==> config.mk <==
export PLATFORM = sky130hd
export DESIGN_NAME = alu_sequencer
export DESIGN_NICKNAME = d
export VERILOG_FILES = /design/src/rtl/alu_sequencer.sv
export SDC_FILE = /design/constraint.sdc
export NUM_CORES = 1
export LEC_CHECK = 0
export CAP_MARGIN = 40
export CORE_MARGIN = 2
export CORE_UTILIZATION = 33
export CTS_BUF_LIST = sky130_fd_sc_hd__clkbuf_8
export DETAILED_ROUTE_END_ITERATION = 7
export DONT_BUFFER_PORTS = 1
export GPL_TIMING_DRIVEN = 0
export HOLD_SLACK_MARGIN = 0.12
export PLACE_DENSITY = 0.51
export SYNTH_ARGS = -nofsm -noshare
export SYNTH_HDL_FRONTEND = slang
export SYNTH_SLANG_ARGS = --single-unit
==> constraint.sdc <==
create_clock -name clk -period 2.14 [get_ports clk]
set_input_delay 0.321 -clock clk [delete_from_list [all_inputs] [get_ports clk]]
set_output_delay 0.321 -clock clk [all_outputs]
set_load 0.02 [all_outputs]
==> src/rtl/alu_sequencer.sv <==
// Command front-end for the shared-bus ALU: loads x then y, collects a one- or two-word
// result, and returns it through a single-entry buffer, with a watchdog on each result wait.
module alu_sequencer #(
  parameter int unsigned w       = 8,
  parameter int unsigned TIMEOUT = 64
) (
  input  logic           clk,
  input  logic           rst,
  input  logic           cmd_valid,
  output logic           cmd_ready,
  input  logic [1:0]     cmd_op,
  input  logic [w-1:0]   cmd_x,
  input  logic [w-1:0]   cmd_y,
  output logic [w-1:0]   alu_in,
  output logic [1:0]     alu_op,
  output logic           alu_valid,
  input  logic [w-1:0]   alu_o,
  input  logic           alu_ready,
  output logic           res_valid,
  input  logic           res_ready,
  output logic [2*w-1:0] res_data,
  output logic           res_err,
  output logic           busy
);

  localparam int unsigned TW = $clog2(TIMEOUT);
  localparam logic [TW-1:0] T_LAST = TW'(TIMEOUT - 1);

  typedef enum logic [2:0] {
    IDLE,
    LOAD_X,
    LOAD_Y,
    WAIT_HI,
    WAIT_LO,
    RESP
  } state_t;

  state_t        state_q, state_d;
  logic [1:0]    op_q, op_d;
  logic [w-1:0]  x_q, x_d;
  logic [w-1:0]  y_q, y_d;
  logic [w-1:0]  hi_q, hi_d;
  logic [w-1:0]  lo_q, lo_d;
  logic          err_q, err_d;
  logic [TW-1:0] timer_q, timer_d;
  logic [w-1:0]  alu_in_q, alu_in_d;
  logic [1:0]    alu_op_q, alu_op_d;
  logic          alu_valid_q, alu_valid_d;
  logic [TW-1:0] timer_inc;
  logic          timed_out;

  assign timer_inc = (timer_q == T_LAST) ? timer_q : timer_q + TW'(1);
  assign timed_out = (timer_q == T_LAST);

  always_comb begin
    state_d     = state_q;
    op_d        = op_q;
    x_d         = x_q;
    y_d         = y_q;
    hi_d        = hi_q;
    lo_d        = lo_q;
    err_d       = err_q;
    timer_d     = '0;
    alu_in_d    = '0;
    alu_op_d    = '0;
    alu_valid_d = 1'b0;

    case (state_q)
      IDLE: begin
        if (cmd_valid) begin
          op_d    = cmd_op;
          x_d     = cmd_x;
          y_d     = cmd_y;
          err_d   = 1'b0;
          state_d = LOAD_X;
        end
      end
      LOAD_X: state_d = LOAD_Y;
      LOAD_Y: begin
        // hi pre-cleared so one-word ops return a zero-extended result
        hi_d    = '0;
        lo_d    = '0;
        err_d   = 1'b0;
        state_d = op_q[1] ? WAIT_HI : WAIT_LO;
      end
      WAIT_HI: begin
        if (alu_ready) begin
          hi_d    = alu_o;
          state_d = WAIT_LO;
        end else if (timed_out) begin
          err_d   = 1'b1;
          hi_d    = '0;
          lo_d    = '0;
          state_d = RESP;
        end else begin
          timer_d = timer_inc;
        end
      end
      WAIT_LO: begin
        if (alu_ready) begin
          lo_d    = alu_o;
          state_d = RESP;
        end else if (timed_out) begin
          err_d   = 1'b1;
          hi_d    = '0;
          lo_d    = '0;
          state_d = RESP;
        end else begin
          timer_d = timer_inc;
        end
      end
      RESP: begin
        if (res_ready) begin
          err_d   = 1'b0;
          state_d = IDLE;
        end
      end
      default: state_d = IDLE;
    endcase

    // ALU bus is decoded from the next state so it leaves a register in step with the FSM
    alu_valid_d = (state_d == LOAD_X);
    if (state_d == LOAD_X) begin
      alu_in_d = x_d;
    end else if (state_d == LOAD_Y) begin
      alu_in_d = y_d;
    end
    if (state_d inside {LOAD_X, LOAD_Y, WAIT_HI, WAIT_LO}) begin
      alu_op_d = op_d;
    end
  end

  always_ff @(posedge clk or posedge rst) begin
    if (rst) begin
      state_q     <= IDLE;
      op_q        <= '0;
      x_q         <= '0;
      y_q         <= '0;
      hi_q        <= '0;
      lo_q        <= '0;
      err_q       <= 1'b0;
      timer_q     <= '0;
      alu_in_q    <= '0;
      alu_op_q    <= '0;
      alu_valid_q <= 1'b0;
    end else begin
      state_q     <= state_d;
      op_q        <= op_d;
      x_q         <= x_d;
      y_q         <= y_d;
      hi_q        <= hi_d;
      lo_q        <= lo_d;
      err_q       <= err_d;
      timer_q     <= timer_d;
      alu_in_q    <= alu_in_d;
      alu_op_q    <= alu_op_d;
      alu_valid_q <= alu_valid_d;
    end
  end

  assign cmd_ready = (state_q == IDLE);
  assign busy      = (state_q != IDLE);
  assign res_valid = (state_q == RESP);
  assign res_data  = {hi_q, lo_q};
  assign res_err   = err_q;
  assign alu_in    = alu_in_q;
  assign alu_op    = alu_op_q;
  assign alu_valid = alu_valid_q;

endmodule

==> reports/metrics.cfg, run 1 <==
[critical_path]
rrSetupSlack_ns = 0.25
endpoint_kind = output pin
rr_startpoint = timer_q[0]
timing.rr.end = lo_q[7]
worst-setup-path-type = reg2out
reg2reg_depth = 5
worst-path-max-fanout = 19
arrival_ns = 1.60
cp-start-kind = flip-flop
required_ns = 1.82

[die]
io_pins = 62
core_area_um2 = 5960
fp-row-count = 28
die_area_um2 = 6840
die_height_um = 82.7
start_util_pct = 34.3
die_w_um = 82.7

[final_layout]
syn_to_final_growth_pct = 13.0
diodes = 0
finalNetCount = 206
drive_above_1_share_pct = 18.9

[synthesis]
yosys.area.top_type_share_pct = 57.6
ys_warn_count = 0
ys_types = 41
synth_common_cells = dfrtp_1 (47), a22o_1 (16), nor2_1 (15), a22oi_1 (8)
synthCells = 166
synth_edf_count = 0
synth.most_common_cell = dfrtp_1
ys_ff_latch = 47
ys_async_sr_fraction_pct = 100
syn_nets = 198
syn-cell-area_um2 = 2040
synth_top_cell_by_area = dfrtp_1
synthFlopType = dfrtp_1
avgSynthCellArea_um2 = 12.3
synth_seq_area_share_pct = 57.6
synth_top_cells_by_area = dfrtp_1 (58%), a22o_1 (6.9%), mux2_2 (3.3%)

[cts]
cts_buffers = 5
clk_latency_ns = 0.30
clockBufferDepth = 2
clk_pin_slew_ns = 0.08
cts_tree = done
post_cts_buffers = 0
htree_levels = 2
root_buffer = clkbuf_8
cts_num_sinks = 47

[timing]
rsz0062_at_grt = no
drv_slew = 0
fin_hold_ws_ns = 0.161
post-route-period-util_pct = 90.0
tightest_slew_ns = 0.536
relSlewSlack_pct = 64.2
fmax_mhz = 519
fin_crit_ns = 1.93
skew_ns = 0.00534
setup_viol = 0
worst_slack_ns = 0.215
hold_viol = 0
setup_tns_ns = 0

[power]
p_leak_nw = 1.08
ir_drop_mv = 0.537
power.total_mw = 3.51
cellPowerDensity_nw_per_um2 = 1520

[status]
outcome = completed

[global_route]
grt_pass1_wl_um = 7230
grt_pass1_vias = 1401
grt_usage_pct = 14.4
overflow = 0
antenna_found_initial = 0
grt_max_degree = 26

[detailed_routing]
avgViaCountPerCell = 5.32
drt_iter0_markers = 27
drc = 0
routed_wl_um = 4450
first_pass_iters = 4
routedWlPerCell_um = 17.8
drtAntennaViolNets = 0
vias = 1330

[hold_path]
min_from = alu_o[1]
whs_path_depth = 1
hold_path_class = in2reg
min_to = lo_q[1]

[placed_design]
gp_congestion = 0.791
dp_hpwl_um = 3280
io_buffers = 0
dp_slack_ns = 0.235

[job]
maxCapViolCount = 0

state kept, by name (all words and copies together) (netlist names):
register   flops
alu_in         8
hi_q           8
lo_q           8
y_q            8
timer_q        6
state_q        3
alu_op         2
op_q           2
alu_valid      1
res_err        1
per-layer routing:
layer / wire [um] / global-route usage, %
met5: 0 / 0
met1: 1810 / 17.3
met2: 2180 / 23.2
met3: 385 / 5.00
met4: 65 / 6.23
through the flow:
| step | instance area [um2] | util [%] | instances |
|---|---|---|---|
| final | 2310 | 38.8 | 250 |
| after CTS | 2310 | 38.8 | 250 |
| after detailed placement | 2160 | 36.3 | 242 |
| after global routing | 2310 | 38.8 | 250 |
| after floorplan | 2040 | - | 166 |
| after global placement | 2140 | 35.9 | 241 |
worst max-delay path by stage:
stage | startpoint | end | slack, ns | depth (start not counted)
2_1_floorplan | state_q[0] | cmd_ready | 0.45 | 4
3_3_place_gp | state_q[0] | cmd_ready | 0.24 | 4
3_5_place_dp | state_q[0] | cmd_ready | 0.23 | 4
4_1_cts | state_q[0] | cmd_ready | 0.20 | 3
5_1_grt | timer_q[0] | lo_q[7] | 0.14 | 5
6_report | state_q[0] | cmd_ready | 0.21 | 3
worst max-delay path, cell delays in order, from the launching register on:
cell	delay, ns
dfrtp_1	0.44
buf_2	0.26
or3_4	0.42
inv_1	0.19
logic make-up after synthesis:
| logic type | synth area share [%] |
|---|---|
| XOR/XNOR | 1.71 |
| flip-flops | 57.6 |
| AND/OR/NAND/NOR | 12.6 |
| adder cells (fa/ha/maj) | 0.612 |
| AO/OA/AOI/OAI | 17.0 |
| multiplexers | 6.25 |
| buffers and inverters | 4.22 |
where the power goes:
part           total (mW)  switching [mW]  internal, mW
registers            1.64           0.437          1.20
clock network       0.752           0.290         0.462
logic                1.12           0.584         0.534
layout by cell type (no fill, tap or decap), types with 2 or more instances in the layout:
cell,synthesis,final
a21oi_1,6,6
a22o_1,16,16
a22oi_1,8,8
a31o_2,2,2
and2_1,4,4
and3_1,5,5
buf_6,2,2
bufinv_16,0,2
clkbuf_1,4,4
clkbuf_8,0,5
dfrtp_1,47,47
inv_1,4,4
mux2_2,6,6
mux2_4,4,4
nand2_1,6,6
nand2b_1,3,3
nand3_1,4,4
nor2_1,15,15
nor3_1,2,2
o21a_1,2,2
o21ai_0,2,2
xnor2_1,2,2
xor2_1,2,2
cell type report:
cell class / count / area [um2]
clock buffer: 5 / 68.8
clock inverter: 3 / 63.8
inverter: 4 / 15.0
timing repair buffer: 2 / 37.5
buffer: 9 / 67.6
tap: 75 / 93.8
multi-input combinational: 105 / 786
sequential: 47 / 1180
fill: 584 / 3650
timing repair:
item	in CTS	in global routing
endpoints found under the setup margin	1	0
endpoints found under the hold margin	22	0
resized for setup	1	0
hold buffers	1	0
Note: power is estimated with default switching activity, not from simulation.
==> run 2, diff against run 1 <==
CORE_UTILIZATION = 40   (was 33)
PLACE_DENSITY = 0.58   (was 0.51)
==> run 2 against run 1 <==
Effect of this change: sequential share of layout area up 0.64 points; critical path type unchanged; setup slack gained 0.041 ns; non-clock buffer count stayed put; fmax grew 2.2%.
==> reports/metrics.cfg, run 2 (synthesis results as in run 1) <==
[critical_path]
reg2reg_depth = 5  ; unchanged
worst-path-max-fanout = 19  ; unchanged
rrSetupSlack_ns = 0.26  ; was 0.25 ns
startpoint = state_q[0]  ; unchanged
required_ns = 1.82  ; about the same
endpoint_kind = output pin  ; unchanged
cp-start-kind = flip-flop  ; unchanged
timing.rr.end = lo_q[3]  ; was lo_q[7]
arrival_ns = 1.56  ; was 1.60 ns
worst-setup-path-type = reg2out  ; unchanged
rr_startpoint = timer_q[0]  ; unchanged

[status]
outcome = completed  ; unchanged

[cts]
clk_latency_ns = 0.29  ; was 0.30 ns
clockBufferDepth = 2  ; unchanged
htree_levels = 2  ; unchanged
clk_pin_slew_ns = 0.08  ; about the same
cts_buffers = 5  ; unchanged
root_buffer = clkbuf_8  ; unchanged
cts_num_sinks = 47  ; unchanged
cts_tree = done  ; unchanged

[timing]
relSlewSlack_pct = 67.9  ; was 64.2%
tightest_slew_ns = 0.481  ; was 0.536 ns
skew_ns = 0.00456  ; was 0.00534 ns
fmax_mhz = 531  ; was 519 MHz
drv_slew = 0  ; unchanged
post-route-period-util_pct = 88.0  ; was 90.0%
hold_viol = 0  ; unchanged
fin_crit_ns = 1.88  ; was 1.93 ns
setup_tns_ns = 0  ; unchanged
setup_viol = 0  ; unchanged
rsz0062_at_grt = no  ; unchanged

[global_route]
use_met3_pct = 5.56  ; was 5.00%
met1_usage_pct = 17.8  ; was 17.3%
grt_util_met2_pct = 25.2  ; was 23.2%
antenna_found_initial = 0  ; unchanged
grt_usage_pct = 15.3  ; was 14.4%
busiest_layer = met2  ; unchanged
overflow = 0  ; unchanged
grt_pass1_vias = 1374  ; was 1401
grt_pass1_wl_um = 6490  ; was 7230 um
grt_max_degree = 29  ; was 26

[power]
cellPowerDensity_nw_per_um2 = 1490  ; was 1520 nW/um2
p_leak_nw = 1.07  ; was 1.08 nW
ir_drop_mv = 0.410  ; was 0.537 mV

[detailed_routing]
vias = 1313  ; was 1330
drt_iter0_markers = 65  ; was 27
routed_wl_um = 4230  ; was 4450 um
avgViaCountPerCell = 5.36  ; was 5.32
first_pass_iters = 4  ; unchanged
routedWlPerCell_um = 17.3  ; was 17.8 um
drc = 0  ; unchanged
drtAntennaViolNets = 0  ; unchanged

[final_layout]
diodes = 0  ; unchanged
fillers = 479  ; was 584
seq_area_um2 = 1180  ; unchanged
drive_above_1_share_pct = 19.4  ; was 18.9%
multi_input_area_um2 = 786  ; unchanged
design_area_um2 = 2280  ; was 2310 um2
layout_common_cells = dfrtp_1 (47), a22o_1 (16), nor2_1 (15)  ; unchanged
final_common_cell = dfrtp_1  ; unchanged
finalNetCount = 206  ; unchanged
syn_to_final_growth_pct = 11.6  ; was 13.0%

[die]
die_height_um = 75.5  ; was 82.7 um
core_area_um2 = 5010  ; was 5960 um2
die_area_um2 = 5700  ; was 6840 um2
die_w_um = 75.5  ; was 82.7 um
fp-row-count = 26  ; was 28
start_util_pct = 40.8  ; was 34.3%
io_pins = 62  ; unchanged

[hold_path]
min_from = alu_o[4]  ; was alu_o[1]
min_to = hi_q[4]  ; was lo_q[1]
whs_path_depth = 1  ; unchanged
hold_path_class = in2reg  ; unchanged

[placed_design]
placed_area_um2 = 2150  ; was 2160 um2
dp_hpwl_um = 3240  ; was 3280 um
gp_congestion = 0.866  ; was 0.791
io_buffers = 0  ; unchanged

[job]
maxCapViolCount = 0  ; unchanged

run 2: worst max path at each step:
stage                end  slack [ns]  cells after the start
6_report       cmd_ready        0.26                      3
5_1_grt          lo_q[5]        0.15                      5
4_1_cts        cmd_ready        0.04                      4
3_5_place_dp   cmd_ready        0.28                      4
3_3_place_gp   cmd_ready        0.29                      4
2_1_floorplan  cmd_ready        0.45                      4
run 2: repair_timing:
| item | in CTS | in global routing |
|---|---|---|
| setup endpoints to repair | 1 | 1 |
| hold endpoints to repair | 19 | 0 |
| hold buffers | 1 | 0 |
| setup buffers | 0 | 0 |
| gates resized for setup | 1 | 0 |
run 2: worst max-delay path: stages (launching register included):
cell and delay, ns:
dfrtp_1 0.43, buf_2 0.25, or3_4 0.41, inv_1 0.17
run 2: cell type report:
class | count | area share [%]
Sequential cell | 47 | 51.6
Multi-Input combinational cell | 105 | 34.5
Tap cell | 70 | 3.84
Clock buffer | 6 | 3.62
Buffer | 9 | 2.96
Clock inverter | 2 | 1.54
Timing Repair Buffer | 2 | 1.32
Inverter | 4 | 0.659
run 2: where the power goes:
group,total [mW],leakage [nW],internal [mW],switching (mW)
combinational,1.12,0.392,0.532,0.588
sequential,1.64,0.615,1.20,0.433
clock,0.651,0.0612,0.378,0.273
total,3.41,1.07,2.11,1.29
run 2: metal layers:
metal | up-vias | part of all wire [%]
met5 | - | 0
li1 | 602 | -
met2 | 40 | 51
met4 | 0 | 1.6
met3 | 7 | 7.4
met1 | 664 | 40
run 2: per-stage QoR:
stage               utilization, %  hold WS (ns)  std cells  setup WS (ns)  power [mW]
CTS                           45.6         0.159        246         0.0370        3.44
finish                        45.5         0.162        245          0.256        3.41
global route                  45.5         0.149        245          0.150        3.63
global placement              42.5         0.445        236          0.292        2.70
floorplan                        -         0.431        166          0.447        2.51
detailed placement            42.9         0.229        237          0.284        2.77
==> patch 1 (config.mk and constraints of run 1) <==
Set the parameter `w` to 7 (it was 8).
--- a/src/rtl/alu_sequencer.sv
+++ b/src/rtl/alu_sequencer.sv
@@ -1,7 +1,7 @@
 // Command front-end for the shared-bus ALU: loads x then y, collects a one- or two-word
 // result, and returns it through a single-entry buffer, with a watchdog on each result wait.
 module alu_sequencer #(
-  parameter int unsigned w       = 8,
+  parameter int unsigned w       = 7,
   parameter int unsigned TIMEOUT = 64
 ) (
   input  logic           clk,
Interface: changed (5 resized); port bits go from 62 to 56. The function was not compared with the original's and may differ.
==> patch 1 against run 1 <==
Synthesized area is 8.1% lower. First-iteration DRC count grew to 2.6 times the old value. Worst setup slack improved by 0.044 ns. Sequential power is 4% lower. Design area shrank 8.7%. Sequential cell count decreased by 4. Global-route usage fell by 1.2 points. Sequential share of layout area is 0.12 points higher. Wire length shrank 12%. Highest routed layer unchanged. Power down 10%.
==> patch 1: results (changes against run 1) <==
grt:
  grt_util_met3: 0.03959  # -0.01041
layout:
  clock_area_frac: 0.04751  # -0.009947
  nFillCells: 527  # -9.8%
  bufAreaShareNonClock: 0.03741  # -0.008118
  n_all_inverters: 7  # +3
  regArea_um2: 1076  # -8.5%
  nets: 201  # -2.4%
  drive_gt1_frac: 0.1503  # -0.03828
detailed_routing:
  met1_length_mm: 1.621  # -11%
  vias: 1268  # -4.7%
  drt_wl_total_mm: 3.919  # -12%
  via_per_inst: 5.176  # -2.7%
  drt-initial-drc-count: 71  # +160%
  dr_wl_met3_um: 257  # -33%
power:
  p_sw_w: 0.001271  # -3.1%
  irDropWorstVdd_mv: 0.4261  # -21%
  power.leakage_nw: 0.9665  # -10%
synthesis:
  synth_cell_types: 42  # +2.4%
  syn_nets: 192  # -3.0%
  synth.area.top_cells: "dfrtp_1 (57%), a22o_1 (6.5%), mux2_2 (4.2%)"
  synth_top_area_frac: 0.5730  # -0.002676
place:
  dpl.cell_count: 236  # -2.5%
  place_area_um2: 1996  # -7.8%
  gp_congestion: 0.7623  # -3.6%
  hpwl_mm: 3.031  # -7.6%
sta:
  worst_pin_slew_ns: 0.6574  # +0.1215 ns
run_status:
  status: "finished, final reports clean"
critical_path:
  critPathMaxFanout: 7  # -12
  cp_slowest_cell: "a21oi_1"
patch 1: cell types whose count changed in the layout (fill, tap and decap cells not counted), moves of 3 or more:
cell            run 1  this run
and2_1              4         1
and3_1              5         2
dfrtp_1            47        43
inv_1               4         7
nor2_1             15        21
patch 1: path summary, 6_finish.rpt:
kind	endpoint	cells past startpoint	slack (ns)	startpoint
min in group asynchronous	lo_q[5]	2	0.48	rst
hold reg to reg	timer_q[0]	1	0.47	timer_q[0]
hold / removal	lo_q[5]	1	0.16	alu_o[5]
setup / recovery	lo_q[1]	6	0.26	timer_q[0]
max in group asynchronous	alu_in[1]	3	1.19	rst
setup reg to reg	lo_q[1]	6	0.26	timer_q[0]
patch 1: cell families after synthesis:
| family | synth area share |
|---|---|
| multiplexers | 0.06329 |
| adder cells (fa/ha/maj) | 0.006661 |
| XOR/XNOR | 0.01866 |
| AO/OA/AOI/OAI | 0.1686 |
| buffers and inverters | 0.03531 |
| flip-flops | 0.5730 |
| AND/OR/NAND/NOR | 0.1346 |
==> patch 2 (settings of run 1) <==
Made on the original files. Reset style: synchronous (`rst`), changed in one clocked block.
--- a/src/rtl/alu_sequencer.sv
+++ b/src/rtl/alu_sequencer.sv
@@ -130,7 +130,7 @@
     end
   end
 
-  always_ff @(posedge clk or posedge rst) begin
+  always_ff @(posedge clk) begin
     if (rst) begin
       state_q     <= IDLE;
       op_q        <= '0;
Behaviour: differs if rst is asserted again (counterexample within 4 cycles, from zero or initial values and one cycle with rst high); with rst held inactive, the same outputs for 10 cycles.
==> patch 2 against run 1 <==
Register-to-register slack worse by 0.10 ns. Design area up 4.3%. Worst setup slack worse by 0.068 ns. Clock skew down 0.00086 ns. Synthesized area up 7.2%. Wire length up 3.7%. Sequential cell count up 8. Die area up 6.8%.
Power is not compared: it rests on default switching activity, and its combinational part moved more than twofold at a synthesized area within 25%.
==> patch 2: results (changes against run 1) <==
detailed_routing:
  drc: 0  # unchanged
  firstDrtPassIters: 4  # unchanged
  drt-initial-drc-count: 68  # +150%
  routedWlPerCell_um: 15.58  # -12%
  via_per_inst: 5.240  # -1.5%
sta:
  worst_pin_slew_ns: 0.5761  # +0.04023 ns
  skew_ns: 0.004489  # -0.0008560 ns
critical_path:
  worstPathArrival_ns: 2.23  # +0.63 ns
  path_delay_family: "simple AND/OR/NAND/NOR gates"
  cp_slowest_cell: "dfxtp_1"
  slowest_delay_ns: 0.37  # -0.07 ns
  critPathMaxFanout: 9  # -10
synthesis:
  syn_nets: 241  # +22%
  synth.area.top_cells: "dfxtp_1 (50%), mux2i_1 (8.2%), a22o_1 (6.4%)"
  synthArstFlopShare: 0  # -1.000
  yosysWarnings: 0  # unchanged
  ys_top_cells_by_count: "dfxtp_1 (55), nor2_1 (29), mux2i_1 (18)"
  synth_cell_types: 46  # +12%
  ys.flop_type: "dfxtp_1"
  ys_seq_area_frac: 0.5029  # -0.07277
grt:
  grt_pass1_wl_mm: 7.610  # +5.2%
  grt_max_degree: 18  # -31%
  track_usage: 0.1315  # -0.01206
  grt_pass1_vias: 1564  # +12%
place:
  port_buffers: 0  # unchanged
  hpwl_mm: 3.336  # +1.7%
  dp_slack_ns: 0.03745  # -0.1975 ns
  place_area_um2: 2291  # +5.8%
  gp_congestion: 0.7485  # -5.3%
power:
  switching_share: 0.2982
  irDropWorstVdd_mv: 0.4125
  power_frac_comb: 0.191
  power.leakage_nw: 0.9098
  comb-power_w: 0.000404
hold_path:
  hold_path_class: "input port to flop"
layout:
  nFillCells: 650  # +11%
  drive_gt1_frac: 0.1416  # -0.04702
  nets: 250  # +21%
clocking:
  cts_inserted_buffers: 5  # unchanged
  clockBufferDepth: 2  # unchanged
  path_clk_slew_ns: 0.10  # +0.02 ns
  post_cts_buffers: 0  # unchanged
  cts_htree_levels: 2  # unchanged
  cts_root_buffer: "clkbuf_8"
flow_run:
  cap_viol_max_count: 0  # unchanged
run_status:
  status: "finished, final reports clean"
floorplan:
  core_area_um2: 6386  # +7.2%
## patch 2: area by class of cell
cell class              instances  area, um2  share of cell area
plain buffers                  15      86.33             0.03586
clock buffers                   5      68.82             0.02859
clock inverters                 3      20.02            0.008316
inverters                       5      18.77            0.007796
multi-input cells             134       1001              0.4158
flip-flops and latches         55       1101              0.4574
well taps                      77      96.34             0.04002
repair buffers                  2      15.01            0.006237
## patch 2: stage by stage
step	util	instances
floorplan	-	209
global placement	0.3580	286
detailed placement	0.3587	287
CTS	0.3742	296
global route	0.3770	296
finish	0.3770	296
## patch 2: what timing repair did
| item | 4_1_cts | 5_1_grt |
|---|---|---|
| hold buffers | 1 | 0 |
| hold endpoints to repair | 1 | 0 |
| endpoints found under the setup margin | 0 | 8 |
| gates resized for setup | 0 | 2 |
## patch 2: cell families after synthesis
| logic type | count (synthesis) | synth area share |
|---|---|---|
| flip-flops | 55 | 0.5029 |
| buffers and inverters | 20 | 0.04799 |
| AND/OR/NAND/NOR | 66 | 0.1577 |
| adder cells (fa/ha/maj) | 1 | 0.005713 |
| multiplexers | 18 | 0.08228 |
| AO/OA/AOI/OAI | 45 | 0.1874 |
| XOR/XNOR | 4 | 0.01600 |
## patch 2: layer usage
layer	track usage	up-vias	wire [um]
met5	0	-	0
met4	0.04329	0	55
met3	0.04475	8	338
met2	0.2074	52	2047
met1	0.1689	736	2171
li1	-	755	-
## patch 2: final timing paths
kind	startpoint	cells after the start	slack (ns)	to
min reg2reg	timer_q[0]	1	0.46	timer_q[0]
min	cmd_x[4]	2	0.20	x_q[4]
max reg2reg	timer_q[0]	7	0.15	alu_in[5]
max	timer_q[0]	7	0.15	alu_in[5]
